$ cat src/rtl/instr_queue.sv
// instr_queue: circular FIFO of fetched instructions between the fetcher and
// the decoder. Each entry holds a pc and an instruction. The head entry is
// always presented on pc_to_dc/instr_to_dc (first-word fall-through), and a
// flush discards every entry on a branch redirect.
//
// Optional build macro INSTR_QUEUE_ALMOST_FULL_EN adds almost_full_to_fetcher,
// which is high whenever the queue holds DEPTH-2 or more entries. This gives
// the fetcher slack for memory reads that are already in flight.
module instr_queue #(
    parameter int DEPTH_LOG2 = 4,
    parameter int PC_W       = 32,
    parameter int INSTR_W    = 32
) (
    input  logic                  clk,
    input  logic                  rst,
    input  logic                  flush,
    input  logic                  push_from_fetcher,
    input  logic [PC_W-1:0]       pc_from_fetcher,
    input  logic [INSTR_W-1:0]    instr_from_fetcher,
    output logic                  is_full_to_fetcher,
`ifdef INSTR_QUEUE_ALMOST_FULL_EN
    output logic                  almost_full_to_fetcher,
`endif
    input  logic                  pop_from_dc,
    output logic                  is_empty_to_dc,
    output logic [PC_W-1:0]       pc_to_dc,
    output logic [INSTR_W-1:0]    instr_to_dc,
    output logic [DEPTH_LOG2:0]   count
);

    localparam int DEPTH = 1 << DEPTH_LOG2;
    localparam int CNT_W = DEPTH_LOG2 + 1;

    localparam logic [CNT_W-1:0]      CNT_FULL = CNT_W'(DEPTH);
    localparam logic [CNT_W-1:0]      CNT_ONE  = CNT_W'(1);
    localparam logic [DEPTH_LOG2-1:0] PTR_ONE  = DEPTH_LOG2'(1);

    logic [PC_W-1:0]       pc_mem    [DEPTH];
    logic [INSTR_W-1:0]    instr_mem [DEPTH];

    logic [DEPTH_LOG2-1:0] head;
    logic [DEPTH_LOG2-1:0] tail;

    logic                  is_empty;
    logic                  is_full;
    logic                  pop_ok;
    logic                  push_ok;

    // Occupancy flags come straight from the count register, so they follow
    // the asynchronous reset immediately. A push into a full queue is
    // allowed only when the head is popped in the same cycle.
    always_comb begin
        is_empty = (count == '0);
        is_full  = (count == CNT_FULL);
        pop_ok   = pop_from_dc && !is_empty;
        push_ok  = push_from_fetcher && (!is_full || pop_ok);
    end

    // Pointer and occupancy tracking. Flush outranks push and pop, and a
    // simultaneous push and pop leave the count unchanged.
    always_ff @(posedge clk or negedge rst) begin
        if (!rst) begin
            head  <= '0;
            tail  <= '0;
            count <= '0;
        end else if (flush) begin
            head  <= '0;
            tail  <= '0;
            count <= '0;
        end else begin
            if (push_ok) begin
                tail <= tail + PTR_ONE;
            end
            if (pop_ok) begin
                head <= head + PTR_ONE;
            end
            if (push_ok && !pop_ok) begin
                count <= count + CNT_ONE;
            end else if (pop_ok && !push_ok) begin
                count <= count - CNT_ONE;
            end
        end
    end

    // Entry storage is not reset. A slot only becomes visible after the
    // count says it is occupied, so stale contents are never presented.
    always_ff @(posedge clk) begin
        if (!flush && push_ok) begin
            pc_mem[tail]    <= pc_from_fetcher;
            instr_mem[tail] <= instr_from_fetcher;
        end
    end

    // Fall-through outputs show the head entry, forced to zero when the
    // queue is empty so the decoder never sees stale data.
    always_comb begin
        is_empty_to_dc     = is_empty;
        is_full_to_fetcher = is_full;
        pc_to_dc           = is_empty ? '0 : pc_mem[head];
        instr_to_dc        = is_empty ? '0 : instr_mem[head];
    end

`ifdef INSTR_QUEUE_ALMOST_FULL_EN
    localparam logic [CNT_W-1:0] CNT_ALMOST = CNT_W'(DEPTH - 2);

    // Early throttle for the fetcher. Because count resets to 0, this is
    // also low under reset.
    always_comb begin
        almost_full_to_fetcher = (count >= CNT_ALMOST);
    end
`endif

endmodule

$ cat config.mk
export PLATFORM = sky130hd
export DESIGN_NAME = instr_queue
export DESIGN_NICKNAME = d
export VERILOG_FILES = /design/src/rtl/instr_queue.sv
export SDC_FILE = /design/constraint.sdc
export NUM_CORES = 1
export LEC_CHECK = 0
export BUFFER_PORTS_ARGS = -buffer_cell sky130_fd_sc_hd__buf_2
export CORE_UTILIZATION = 47
export CTS_CLUSTER_SIZE = 28
export DETAILED_ROUTE_END_ITERATION = 12
export PLACE_DENSITY_LB_ADDON = 0.1
export RECOVER_POWER = 100
export SLEW_MARGIN = 20
export SYNTH_ARGS = -nofsm -noshare
export SYNTH_HDL_FRONTEND = slang
export SYNTH_SLANG_ARGS = --single-unit
$ cat constraint.sdc
create_clock -name clk -period 17.9 [get_ports clk]
set_input_delay 4.475 -clock clk [delete_from_list [all_inputs] [get_ports clk]]
set_output_delay 4.475 -clock clk [all_outputs]
set_load 0.1 [all_outputs]
==> qor.txt <==
Hold Path Class = reg2reg
grt total ovfl = 0
Cell variety after synth = 36
Longest Clk Path Bufs = 3
Post-synth EDFFs = 1024
crit path cell chain = and3_1 > clkbuf_1 > a221o_1 > clkbuf_1
Die Y-Extent = 292 um
clock skew = 0.0249 ns
min setup slack post-route = 4.58 ns
Die W = 292 um
number of CTS-inserted buffers = 104
largest net degree at the start of global routing = 69
max-cap violation count = 38
most common cell in the netlist = edfxtp_1
drt pass-1 iters = 5
Worst EP arrival = 8.84 ns
Final setup viols = 0
Initial Util = 47.8%
Final Max Tran Viols = 1206
Fin. Hold Viols = 0
WS Path Type = reg2out
post-route total power = 6.40 mW
Ys Warns = 0
Fmax = 75.1 MHz
antenna violations before repair = 6
P_int = 4.34 mW
first-pass GRT wire length = 130000 um
Critical Path Max Stage Delay = 2.65 ns
wire per inst = 28.9 um
Sequential Area = 0.0311 mm2
Hold WS = 0.593 ns
flops & latches, synth = 1037
DRC violations left = 0
Clk pwr share = 32.6%
crit share post-route = 74.4%
CP Data Required Time = 13.43 ns
share of layout cells above drive strength 1 = 22.1%
# IOs = 140
vias in the first global route = 19288
vias per cell = 5.90
Fill cells = 6362
port bufs = 139
P&R area growth vs syn = 12.6%
combinational share of power = 24.3%
row count = 105
Nets = 1955
PwrDens = 144 mW/mm2
max_slew headroom = -203%
clk sinks = 1037
failing checks = capacitance limit, slew limit
CTS clock-pin slew for the worst setup and hold paths = 0.06 ns
total number of H-tree levels = 3
GPL Wtd Cong = 0.747
most frequent CP cell = clkbuf_1
Post-CTS Hold Buffers = 0
Sw Pwr = 2.06 mW
sequential area share after synthesis = 78.7%
status = complete, but fails checks
Commonest cells post-synth = edfxtp_1 (1024), mux4_2 (256), nor2_1 (85)
Total GRT Usage = 21.0%
Yosys top cell by area = edfxtp_1
maximum VDD drop = 0.000156 V
Critical-path top delay cell = dfrtp_1
design area = 0.0445 mm2
Die Footprint = 0.0852 mm2
detailed placement HPWL = 43300 um
buffers and inverters on the worst path = 2
DR vias = 17899
CP endpoint kind = output port
post-place instance area = 0.0416 mm2
RSZ-0062 raised after global routing = no
Avg Cell Area, Syn = 23.5 um2
Core Box Area = 0.0826 mm2
Root Buffer Master = clkbuf_16
switching share of power = 32.2%
Least-Margin Pin Slew = 4.54 ns
Seq pwr share = 43.1%
minimum clock period = 13.32 ns
startpoint types = register
drt total wl = 87700 um
Synth area leaders = edfxtp_1 (78%), mux4_2 (15%), mux2i_1 (1.7%)
setup_tns = 0 ns
cts repair resizes = 0
initial DRC count = 1376
Worst path top cell family by delay = buffers and inverters
Mapped Area = 0.0395 mm2
post-CTS setup repair buffer count = 0
ys flop type = edfxtp_1
worst skew pair latency = 0.66 ns
worst-path fanout max = 64
post-synth top area share = 77.8%
Post-Synthesis Cells = 1680
area of the multi-input gates = 0.00799 mm2
LEAKAGE = 13.5 nW
Post-Synthesis Net Count = 1759
pre-CTS WS = 9.26 ns
CTS tree = done
post-route ant nets = 0
Post-synth ARST share = 1.25%
[sequential cells by signal, summed over array words and instances (netlist names)]
signal     cells
count          5
head           4
instr_mem    512
pc_mem       512
tail           4
[tightest hold or removal path, delay by kind of cell (launching register included)]
| kind | cells | cell delay [ns] |
|---|---|---|
| DFF | 1 | 0.43 |
| buffers and inverters | 1 | 0.07 |
| muxes | 1 | 0.05 |
[metal layers]
| layer | track usage (%) | share of wire [%] |
|---|---|---|
| met2 | 35.8 | 51 |
| met3 | 3.28 | 4.5 |
| met5 | 0 | 0.040 |
| met1 | 28.2 | 43 |
| met4 | 5.78 | 1.9 |
[cell type report]
cell class | instances | area share (%)
inverter | 5 | 0.0422
tap | 1070 | 3.01
sequential | 1037 | 69.9
multi-input combinational | 544 | 18.0
timing repair buffer | 184 | 1.74
clock inverter | 58 | 1.14
antenna | 3 | 0.0169
clock buffer | 131 | 6.18
[cell usage in the layout (no fill, tap or decap), types with 2 or more instances in the layout]
cell / synthesis / routed
clkinvlp_4: 0 / 3
nand2_1: 7 / 7
and3_1: 3 / 3
a221o_1: 63 / 63
dfrtp_1: 13 / 11
buf_2: 37 / 17
o21ai_0: 2 / 2
buf_4: 3 / 12
mux2_1: 3 / 3
clkinv_2: 0 / 14
nand3_1: 5 / 5
inv_6: 0 / 2
clkbuf_16: 0 / 106
nand2b_1: 3 / 3
xnor2_1: 3 / 3
nor2_1: 85 / 81
xor2_1: 4 / 4
clkbuf_1: 41 / 179
edfxtp_1: 1024 / 1024
diode_2: 0 / 3
a211oi_1: 5 / 5
nor2b_1: 4 / 4
ha_1: 9 / 9
nor3_1: 5 / 4
a21oi_1: 3 / 3
bufinv_16: 0 / 9
mux2i_1: 69 / 69
nor2_4: 0 / 4
o211ai_1: 3 / 3
clkinv_1: 0 / 29
dfrtp_4: 0 / 2
inv_1: 5 / 5
mux4_2: 256 / 256
[through the flow]
stage / cells / util, %
2_1_floorplan: 1680 / -
6_report: 3032 / 53.8
3_3_place_gp: 2839 / 50.3
4_1_cts: 3028 / 54.2
5_1_grt: 3032 / 53.8
3_5_place_dp: 2839 / 50.3
[power groups by stage]
stage / Combinational (mW) / Clock (mW) / Sequential, mW
final: 1.56 / 2.09 / 2.76
after global routing: 1.64 / 2.23 / 2.76
after CTS: 1.61 / 2.13 / 2.76
after detailed placement: 1.61 / 0 / 2.81
after global placement: 1.60 / 0 / 2.81
after floorplan: 1.31 / 0 / 2.80
[cell families (layout without fill, tap and decap cells)]
family,count (synthesis),after routing,synth area share [%]
buffers and inverters,99,378,1.20
multiplexers,328,328,16.4
XOR/XNOR,7,7,0.155
AND/OR/NAND/NOR,119,119,1.33
flip-flops,1037,1037,78.7
AO/OA/AOI/OAI,80,80,1.89
adder cells (fa/ha/maj),10,10,0.336
other,0,3,0
[worst paths after layout]
check | start | end | slack [ns] | cells past startpoint
hold / removal | count[3] | count[3] | 0.59 | 2
setup / recovery | head[3] | instr_to_dc[0] | 4.58 | 4
max in group asynchronous | rst | head[1] | 13.48 | 1
min in group asynchronous | rst | count[1] | 3.88 | 1
setup reg to reg | count[4] | instr_mem[12][28] | 10.89 | 6
hold reg to reg | count[3] | count[3] | 0.59 | 2
No activity file was read; power rests on OpenSTA's default activity.
